--- src/rtl/sum_accumulator.sv ---
// Burst accumulator: sums len_i upstream adder results into a saturating
// acc_bits accumulator and presents the total with a valid/ready handshake.
//
// state | meaning
// IDLE  | waiting for start_i; acc_o/ovf_o hold the previous result
// ACCUM | accepting sums until the remaining count is exhausted
// DONE  | acc_o valid, waiting for acc_ready_i
module sum_accumulator #(
    parameter int nb_bits  = 32,
    parameter int acc_bits = 40,
    parameter int cnt_bits = 8
) (
    input  logic                clk_i,
    input  logic                rst_ni,
    input  logic                start_i,
    input  logic [cnt_bits-1:0] len_i,
    input  logic [nb_bits:0]    sum_i,
    input  logic                sum_valid_i,
    output logic                sum_ready_o,
    output logic [acc_bits-1:0] acc_o,
    output logic                acc_valid_o,
    input  logic                acc_ready_i,
    output logic                busy_o,
    output logic                ovf_o
);

    typedef enum logic [1:0] {
        IDLE  = 2'd0,
        ACCUM = 2'd1,
        DONE  = 2'd2
    } state_t;

    localparam int ext_bits = acc_bits - (nb_bits + 1);

    state_t              state_q, state_d;
    logic [acc_bits-1:0] acc_q, acc_d;
    logic                ovf_q, ovf_d;
    logic [cnt_bits-1:0] rem_q, rem_d;
    logic [acc_bits:0]   add_res;

    // One extra bit captures the carry out of the accumulator for saturation.
    assign add_res = {1'b0, acc_q} + {{(ext_bits + 1){1'b0}}, sum_i};

    always_comb begin
        state_d = state_q;
        acc_d   = acc_q;
        ovf_d   = ovf_q;
        rem_d   = rem_q;
        unique case (state_q)
            IDLE: begin
                if (start_i) begin
                    acc_d = '0;
                    ovf_d = 1'b0;
                    if (len_i != '0) begin
                        rem_d   = len_i;
                        state_d = ACCUM;
                    end else begin
                        state_d = DONE;
                    end
                end
            end
            ACCUM: begin
                if (sum_valid_i) begin
                    if (add_res[acc_bits]) begin
                        acc_d = '1;
                        ovf_d = 1'b1;
                    end else begin
                        acc_d = add_res[acc_bits-1:0];
                    end
                    rem_d = rem_q - cnt_bits'(1);
                    if (rem_q == cnt_bits'(1)) begin
                        state_d = DONE;
                    end
                end
            end
            DONE: begin
                if (acc_ready_i) begin
                    state_d = IDLE;
                end
            end
            default: begin
                state_d = IDLE;
            end
        endcase
    end

    always_ff @(posedge clk_i) begin
        if (!rst_ni) begin
            state_q <= IDLE;
            acc_q   <= '0;
            ovf_q   <= 1'b0;
            rem_q   <= '0;
        end else begin
            state_q <= state_d;
            acc_q   <= acc_d;
            ovf_q   <= ovf_d;
            rem_q   <= rem_d;
        end
    end

    assign sum_ready_o = (state_q == ACCUM);
    assign acc_valid_o = (state_q == DONE);
    assign busy_o      = (state_q != IDLE);
    assign acc_o       = acc_q;
    assign ovf_o       = ovf_q;

endmodule

--- config.mk ---
export PLATFORM = sky130hd
export DESIGN_NAME = sum_accumulator
export DESIGN_NICKNAME = d
export VERILOG_FILES = /design/src/rtl/sum_accumulator.sv
export SDC_FILE = /design/constraint.sdc
export NUM_CORES = 1
export LEC_CHECK = 0
export CAP_MARGIN = 10
export CORE_ASPECT_RATIO = 1.75
export CORE_UTILIZATION = 45
export DETAILED_ROUTE_END_ITERATION = 8
export HOLD_SLACK_MARGIN = 0.1
export PLACE_DENSITY_LB_ADDON = 0.1
export RECOVER_POWER = 100
export SETUP_SLACK_MARGIN = 0.5
export SYNTH_ARGS = -nofsm -noshare
export SYNTH_HDL_FRONTEND = slang
export SYNTH_SLANG_ARGS = --single-unit
--- constraint.sdc ---
create_clock -name clk_i -period 2.85 [get_ports clk_i]
set_input_delay 0.4275 -clock clk_i [delete_from_list [all_inputs] [get_ports clk_i]]
set_output_delay 0.4275 -clock clk_i [all_outputs]
set_load 0.01 [all_outputs]
==> results of run 1 <==
## final timing paths
path,start,slack [ps],depth (start not counted),endpoint
max,acc_o[17],110,11,acc_o[22]
min,ovf_o,480,1,ovf_o
max reg2reg,acc_o[17],110,11,acc_o[22]
min reg2reg,ovf_o,480,1,ovf_o
## area by class of cell
class | instances | area (sq um)
Clock buffer | 5 | 125
Clock inverter | 3 | 26.3
Fill cell | 727 | 2410
Inverter | 12 | 45.0
Multi-Input combinational cell | 485 | 3530
Sequential cell | 51 | 1030
Tap cell | 120 | 150
Timing Repair Buffer | 207 | 1830
## kinds of logic after synthesis
| group | after synthesis |
|---|---|
| flip-flops | 51 |
| adder cells (fa/ha/maj) | 36 |
| XOR/XNOR | 29 |
| AND/OR/NAND/NOR | 237 |
| AO/OA/AOI/OAI | 182 |
| buffers and inverters | 41 |
## metal layers
layer  global-route usage, %  wire [um]  part of all wire (%)
met5                       0          0                     0
met4                    17.5        776                   5.4
met3                    2.99        486                   3.4
met2                    57.4       8130                    56
met1                    29.5       5110                    35
## flip-flops by register name (all words and copies together), names as in the netlist
signal   flops
acc_o       40
rem_q        8
state_q      2
ovf_o        1
## report_power, final
group / internal (W) / switching, W
combinational: 0.000593 / 0.000601
clock: 0.000335 / 0.000322
sequential: 0.000769 / 0.0000582
total: 0.00170 / 0.000981
## through the flow
| step | std cells | setup WS [ps] | utilization (%) | hold WS, ps |
|---|---|---|---|---|
| global placement | 846 | -238 | 66.1 | 464 |
| floorplan | 576 | 331 | - | 473 |
| CTS | 876 | 247 | 73.1 | 482 |
| finish | 883 | 108 | 73.7 | 475 |
| global route | 883 | 72.9 | 73.7 | 513 |
| detailed placement | 846 | -279 | 66.1 | 464 |
## synth_stat cells, drive strengths merged, types with 2 or more instances
cell type / count / share of area, %
nand3: 13 / 1.8
xnor2: 16 / 3.3
a21oi: 69 / 9.9
o211ai: 10 / 2.0
o2111ai: 3 / 0.62
a221o: 2 / 0.47
and4: 3 / 0.65
a211oi: 4 / 1.0
nor3: 8 / 0.94
buf: 6 / 1.1
and3: 6 / 0.88
nor2b: 7 / 1.0
o21a: 8 / 1.6
dfxtp: 51 / 24
ha: 35 / 10
nand2: 148 / 13
o21bai: 7 / 1.2
or2: 5 / 0.73
or4: 3 / 0.53
nand2b: 4 / 0.59
or3: 3 / 0.44
a31oi: 14 / 2.4
o21ba: 2 / 0.47
and2: 4 / 0.59
nor2: 26 / 2.3
a22oi: 4 / 0.71
a21o: 10 / 1.8
xor2: 13 / 2.7
o22ai: 3 / 0.44
inv: 12 / 1.1
a21boi: 2 / 0.35
o21ai: 27 / 3.3
a311oi: 3 / 1.2
nand4: 5 / 0.73
clkbuf: 23 / 2.0
## repair_timing
action	CTS	global route
buffers inserted	18	7
gates cloned	4	0
setup endpoints to repair	41	49
pin swaps	46	19
gates resized for setup	88	26
==> run_results.csv, run 1 <==
group,metric,value,unit
final_layout,drive_gt1_share,28.8,%
clock_network,htree_levels,2,
critical_path,path_cells,"ha_4, a21o_1, a221o_1, a221oi_4, o21ba_4, a311oi_4, buf_6, a31oi_4, clkbuf_1, clkbuf_2, a21oi_2",
timing,tightest_slew,1060,ps
detailed_routing,dr.pass1.iters,4,
timing,finalSetupTns,0,ps
synthesis,synthesis.area,4260,sq um
die,die_h,131,um
clock_network,numCtsBuffers,5,
detailed_routing,viasPerCell,5.63,
grt,antenna_found_initial,0,
synthesis,synthSimpleGateAreaFrac,24.7,%
grt,grt_pass1_vias,5083,
power,total_power,0.00268,W
detailed_routing,drcViolationCount,0,
synthesis,synth_top_family_by_area,"compound AO/OA/AOI/OAI gates",
critical_path,crit_fanout,7,
synthesis,synth-compound-area-share,30.4,%
detailed_routing,drt_iter0_drc,168,
synthesis,synth-seq-cells,51,
place,place_area,6050,sq um
die,start_util,46.5,%
synthesis,synthFlopType,"dfxtp_1",
critical_path,slowest_stage,"a221o_1",
critical_path,cp-end-kind,"flip-flop",
place,hpwl,9960,um
timing,report.final.slew_viol_count,0,
timing,layout_min_cycle_time,2740,ps
clock_network,cts_hold_buf,0,
die,die_area,9870,sq um
die,core-area,9150,sq um
final_layout,final_cell_mix,"147 x nand2_1, 102 x buf_4, 49 x a21oi_1, 45 x dlygate4sd3_1, 44 x dfxtp_1",
timing,fin_skew,10.1,ps
clock_network,tritoncts,"yes",
critical_path,cpLargestDelayFamily,"compound AO/OA/AOI/OAI gates",
synthesis,synth_edf_count,0,
timing,setup_viol,0,
timing,final-hold-violation-count,0,
detailed_routing,routed-via-count,4968,
final_layout,diodes,0,
synthesis,avgSynthCellArea,7.39,sq um
grt,grt.overflow.total,0,
outcome,status,"completed",
timing,fin_crit_sh,96.2,%
detailed_routing,wl_per_cell,16.4,um
timing,slew_headroom,29.5,%
grt,grt_use_total,29.8,%
synthesis,async_flop_share,0,%
clock_network,clockBufferDepth,2,
synthesis,yosys_warnings,0,
critical_path,required,3030,ps
clock_network,insertion_delay,310,ps
critical_path,worstSetupPathType,"flip-flop to flip-flop",
power,ir_drop,0.251,mV
place,place.gp.congestion,0.969,
critical_path,slowest_delay,400,ps
final_layout,final_area,6740,sq um
grt,grt_max_degree,39,
power,power_leakage,3.02,nW
final_layout,area_delta_synth_final,58.3,%
synthesis,synthAdderAreaFrac,10.8,%
detailed_routing,totalWireLength,14500,um
final_layout,nets,844,
timing,rsz0062_at_grt,"yes",
detailed_routing,drtAntennaViolNets,0,
synthesis,synth_xor_area_share,5.97,%
place,port_buffers,89,
clock_network,cts_root_buf,"clkbuf_16",
critical_path,arrival,2920,ps
power,p_per_area,397,nW/um^2
clock_network,cts_sinks,51,
timing,clock.fmax,365,MHz
synthesis,synth_cell_types,68,
flow_run,drv_cap,0,
synthesis,synth_mux_area_share,0,%
synthesis,synthesis.instances,576,
die,core.rowCount,46,
worst_hold_path,hp-class,"flip-flop to flip-flop",
synthesis,synth-seq-area-share,24.0,%
grt,grt_pass1_wl,22700,um
critical_path,cp_num_buf_inv,3,
critical_path,startpoint_type,"flip-flop",
final_layout,final_common_cell,"nand2_1",
synthesis,syn-num-nets,658,
die,die_width,75.5,um
die,io_pins,90,
clock_network,cts.clk_slew.worst_paths,80,ps
No activity file was read; power rests on OpenSTA's default activity.
==> run 2, diff against run 1 <==
PLACE_DENSITY = 0.82   (was unset)
PLACE_DENSITY_LB_ADDON = unset   (was 0.1)
==> run 2 against run 1 <==
  * Sequential power grew 0.8%
  * Sequential cell count is the same
  * Worst hold slack gained 11 ps
  * Utilization grew 2.5 points
  * Power grew 5.8%
  * Clock power grew 13%
  * Cell count grew 0.23%
  * Non-clock buffer count grew 2
  * Largest cell class unchanged
  * Largest power group unchanged
  * Highest routed layer unchanged
==> run_results.csv, run 2 (synthesis results as in run 1) <==
group,metric,value,unit
final_layout,largest_reg_flops,40,
timing,tightest_slew,1070,ps
critical_path,cp-end-kind,"flip-flop",
die,core.rowCount,46,
worst_hold_path,holdCritStartpoint,"ovf_o",
detailed_routing,routed-via-count,5398,
timing,clock.fmax,373,MHz
place,place_ws,-227,ps
final_layout,drive_gt1_share,32.0,%
final_layout,final_common_cell,"nand2_1",
clock_network,cts_root_buf,"clkbuf_16",
final_layout,final_cell_mix,"146 x nand2_1, 104 x buf_4, 45 x a21oi_1, 45 x dlygate4sd3_1, 42 x dfxtp_1",
worst_hold_path,hp-class,"flip-flop to flip-flop",
critical_path,crit_fanout,7,
clock_network,cts_hold_buf,0,
clock_network,cts_sinks,51,
power,power_leakage,3.04,nW
critical_path,r2r_cells,12,
timing,final-hold-violation-count,0,
timing,fin_skew,10.7,ps
final_layout,fin_cells,885,
grt,grt_pass1_vias,5565,
critical_path,slowest_delay,350,ps
timing,layout_min_cycle_time,2680,ps
timing,report.final.slew_viol_count,0,
die,die_area,9870,sq um
power,ir_drop,0.280,mV
critical_path,r2r-start,"acc_o[4]",
final_layout,multi_input_area,3720,sq um
clock_network,htree_levels,2,
worst_hold_path,holdPathStages,1,
clock_network,numCtsBuffers,5,
critical_path,arrival,2910,ps
place,dp_cells,847,
final_layout,diodes,0,
timing,rsz0062_at_grt,"yes",
grt,grt_pass1_wl,25100,um
critical_path,path_cells,"ha_4, buf_6, o211ai_1, o21a_4, a211oi_4, o211ai_2, a311oi_4, clkbuf_1, a31oi_4, clkbuf_1, buf_12, a21oi_1",
die,start_util,46.5,%
die,die_h,131,um
die,core-area,9150,sq um
place,place.gp.congestion,0.958,
critical_path,slowest_stage,"dfxtp_1",
grt,antenna_found_initial,0,
clock_network,cts.clk_slew.worst_paths,80,ps
detailed_routing,dr.pass1.iters,5,
grt,grt.overflow.total,0,
timing,slew_headroom,28.6,%
place,port_buffers,89,
die,io_pins,90,
detailed_routing,drtAntennaViolNets,0,
place,hpwl,10200,um
detailed_routing,totalWireLength,16700,um
critical_path,cp_common_cell,"clkbuf_1",
timing,setup_viol,0,
final_layout,nFillCells,609,
clock_network,tritoncts,"yes",
flow_run,drv_cap,0,
final_layout,nets,846,
detailed_routing,drt_iter0_drc,495,
die,die_width,75.5,um
power,total_power,0.00283,W
detailed_routing,wl_per_cell,18.8,um
grt,grt_use_total,33.0,%
critical_path,startpoint_type,"flip-flop",
outcome,status,"completed",
timing,fin_ws,168,ps
clock_network,insertion_delay,310,ps
detailed_routing,viasPerCell,6.10,
timing,fin_crit_sh,94.1,%
critical_path,worstSetupPathType,"flip-flop to flip-flop",
critical_path,required,3080,ps
detailed_routing,drcViolationCount,0,
power,p_per_area,406,nW/um^2
grt,grt_max_degree,39,
final_layout,regArea,1040,sq um
clock_network,clockBufferDepth,2,
final_layout,area_delta_synth_final,63.8,%
critical_path,crit_start,"acc_o[4]",
-- run 2: final timing paths --
path	slack, ps	endpoint
max	170	acc_o[32]
min	490	ovf_o
max reg2reg	170	acc_o[32]
min reg2reg	490	ovf_o
-- run 2: final cells by class --
type | instances | area share, %
repair buffers | 209 | 26.5
flip-flops and latches | 51 | 14.9
multi-input cells | 485 | 53.3
well taps | 120 | 2.15
clock buffers | 5 | 1.79
inverters | 12 | 0.646
clock inverters | 3 | 0.664
-- run 2: per-layer routing --
layer / track usage, % / vias up / share of wire, %
li1: - / 2436 / -
met1: 32.3 / 2512 / 34
met2: 59.3 / 328 / 52
met3: 6.21 / 122 / 6.4
met4: 24.5 / 0 / 6.9
met5: 0 / - / 0
-- run 2: stage by stage --
step	hold slack (ps)	setup TNS (ps)	utilization, %	instance area [sq um]
3_3_place_gp	458	-5730	66.3	6070
6_report	486	0	76.2	6970
4_1_cts	487	0	74.0	6770
3_5_place_dp	470	-6870	66.3	6070
5_1_grt	538	0	76.2	6970
2_1_floorplan	473	0	-	4470
-- run 2: timing repair --
| action | in CTS | in global routing |
|---|---|---|
| hold endpoints to repair | 0 | 0 |
| endpoints found under the setup margin | 41 | 49 |
| pin swaps | 54 | 21 |
| setup buffers | 17 | 10 |
| gates resized for setup | 114 | 34 |
| cloned | 2 | 1 |
-- run 2: worst max-delay path, delay by kind of cell (launching register included) --
kind / cells / cell delay, ps
AOI/OAI and AO/OA: 7 / 1380
adders and majority gates: 1 / 280
buffers and inverters: 4 / 590
DFF: 1 / 350
-- run 2: where the power goes --
group          leakage (nW)  internal (W)  switching, W  total [W]
Clock                0.0804      0.000419      0.000326   0.000745
Combinational          2.54      0.000607      0.000646    0.00125
Sequential            0.421      0.000769     0.0000652   0.000834
Total                  3.04       0.00179       0.00104    0.00283
==> run 3, diff against run 2 <==
SLEW_MARGIN = 20   (was unset)
==> run 3 against run 2 <==
  * Combinational power barely moved
  * Via count rose by 0.76%
  * Die area did not move
  * Wire length rose by 1.1%
  * Non-clock buffer count rose by 1
  * Largest cell class unchanged
==> run_results.csv, run 3 (synthesis results as in run 1) <==
group,metric,value,unit
detailed_routing,wl_per_cell,19.0,um
power,power_leakage,3.04,nW
die,die_h,131,um
critical_path,cp.depth,12,
critical_path,slowest_stage,"dfxtp_1",
critical_path,r2r-start,"acc_o[4]",
timing,clock.fmax,368,MHz
detailed_routing,routed-via-count,5439,
power,switchingPower,0.00105,W
detailed_routing,dr.pass1.iters,6,
place,hpwl,10200,um
timing,layout_min_cycle_time,2720,ps
grt,grt_pass1_vias,5565,
die,io_pins,90,
clock_network,htree_levels,2,
detailed_routing,viasPerCell,6.14,
critical_path,cp_num_buf_inv,4,
final_layout,final_cell_mix,"146 x nand2_1, 104 x buf_4, 45 x dlygate4sd3_1, 42 x dfxtp_1, 39 x a21oi_1",
timing,setup_viol,0,
place,place.gp.congestion,0.958,
clock_network,cts_sinks,51,
final_layout,final_area,6990,sq um
critical_path,crit_fanout,7,
power,seqPwrFrac,29.4,%
final_layout,final_util,76.4,%
power,ir_drop,0.282,mV
timing,fin_skew,8.67,ps
final_layout,largest_reg_flops,40,
place,place_area,6070,sq um
die,die_area,9870,sq um
clock_network,cts.clk_slew.worst_paths,80,ps
power,p_per_area,407,nW/um^2
timing,fin_crit_sh,95.3,%
timing,finalSetupTns,0,ps
clock_network,numCtsBuffers,5,
grt,grt.overflow.total,0,
power,clkPwrFrac,26.1,%
critical_path,r2r_cells,12,
detailed_routing,totalWireLength,16900,um
clock_network,cts_hold_buf,0,
final_layout,diodes,0,
grt,grt_max_degree,39,
critical_path,worstSetupPathType,"flip-flop to flip-flop",
grt,grt_use_total,33.0,%
die,start_util,46.5,%
grt,grt_pass1_wl,25100,um
clock_network,tritoncts,"yes",
critical_path,cp-end-kind,"flip-flop",
final_layout,drive_gt1_share,32.8,%
timing,tightest_slew,831,ps
critical_path,startpoint_type,"flip-flop",
power,switching_share,36.8,%
critical_path,slowest_delay,330,ps
die,core.rowCount,46,
grt,antenna_found_initial,0,
timing,report.final.slew_viol_count,0,
detailed_routing,drt_iter0_drc,504,
power,p_comb_share,44.5,%
flow_run,drv_cap,0,
timing,rsz0062_at_grt,"yes",
detailed_routing,drcViolationCount,0,
final_layout,area_delta_synth_final,64.2,%
critical_path,reg2reg_to,"acc_o[32]",
critical_path,path_cells,"ha_2, buf_6, o211ai_1, o21a_4, a211oi_4, o211ai_2, a311oi_4, clkbuf_1, a31oi_4, clkbuf_1, buf_12, a21oi_1",
critical_path,r2r_slack,130,ps
critical_path,cp-endpoint,"acc_o[32]",
final_layout,nFillCells,606,
critical_path,crit_start,"acc_o[4]",
die,die_width,75.5,um
critical_path,required,3080,ps
power,p_int,0.00180,W
clock_network,clockBufferDepth,2,
clock_network,insertion_delay,310,ps
final_layout,final_common_cell,"nand2_1",
timing,final-hold-violation-count,0,
detailed_routing,drtAntennaViolNets,0,
worst_hold_path,hp-class,"flip-flop to flip-flop",
die,core-area,9150,sq um
final_layout,nets,847,
outcome,status,"completed",
critical_path,arrival,2950,ps
place,port_buffers,89,
critical_path,cpLargestDelayFamily,"compound AO/OA/AOI/OAI gates",
timing,slew_headroom,44.0,%
clock_network,cts_root_buf,"clkbuf_16",
critical_path,cp_common_cell,"clkbuf_1",
==> run 3: stage by stage <==
step	hold WS (ps)	total power, W	worst slack [ps]	std cells
after floorplan	473	0.00147	331	576
after global placement	458	0.00188	-212	847
after detailed placement	470	0.00192	-227	847
after CTS	487	0.00274	276	874
after global routing	538	0.00297	16.2	886
final	488	0.00284	133	886
==> run 3: metal layers <==
layer	global-route usage (%)	part of all wire, %
met5	0	0
met4	24.5	6.0
met3	6.21	7.0
met2	59.3	53
met1	32.3	34
==> run 3: final cells by class <==
class,instances,area (sq um),area share [%]
multi-input combinational,485,3730,53.4
timing repair buffer,210,1850,26.5
clock buffer,5,125,1.79
sequential,51,1040,14.9
inverter,12,45.0,0.644
tap,120,150,2.15
clock inverter,3,46.3,0.662
==> run 3: power groups by stage <==
stage | clock network, W | logic [W] | registers [W]
CTS | 0.000730 | 0.00118 | 0.000830
global placement | 0 | 0.00104 | 0.000836
floorplan | 0 | 0.000628 | 0.000844
detailed placement | 0 | 0.00108 | 0.000839
finish | 0.000742 | 0.00126 | 0.000834
global route | 0.000772 | 0.00136 | 0.000841
==> run 3: timing repair <==
item	4_1_cts	5_1_grt
gates resized for setup	114	33
gates cloned	2	1
endpoints found under the setup margin	41	41
hold endpoints to repair	0	0
buffers inserted	17	10
pin swaps	54	21
==> run 3: how the worst min path moves through the flow <==
| stage | from | end | slack [ps] | cells after the start |
|---|---|---|---|---|
| global placement | ovf_o | ovf_o | 460 | 1 |
| global route | ovf_o | ovf_o | 540 | 1 |
| floorplan | rem_q[0] | rem_q[0] | 470 | 2 |
| detailed placement | ovf_o | ovf_o | 470 | 1 |
| finish | ovf_o | ovf_o | 490 | 1 |
| CTS | ovf_o | ovf_o | 490 | 1 |
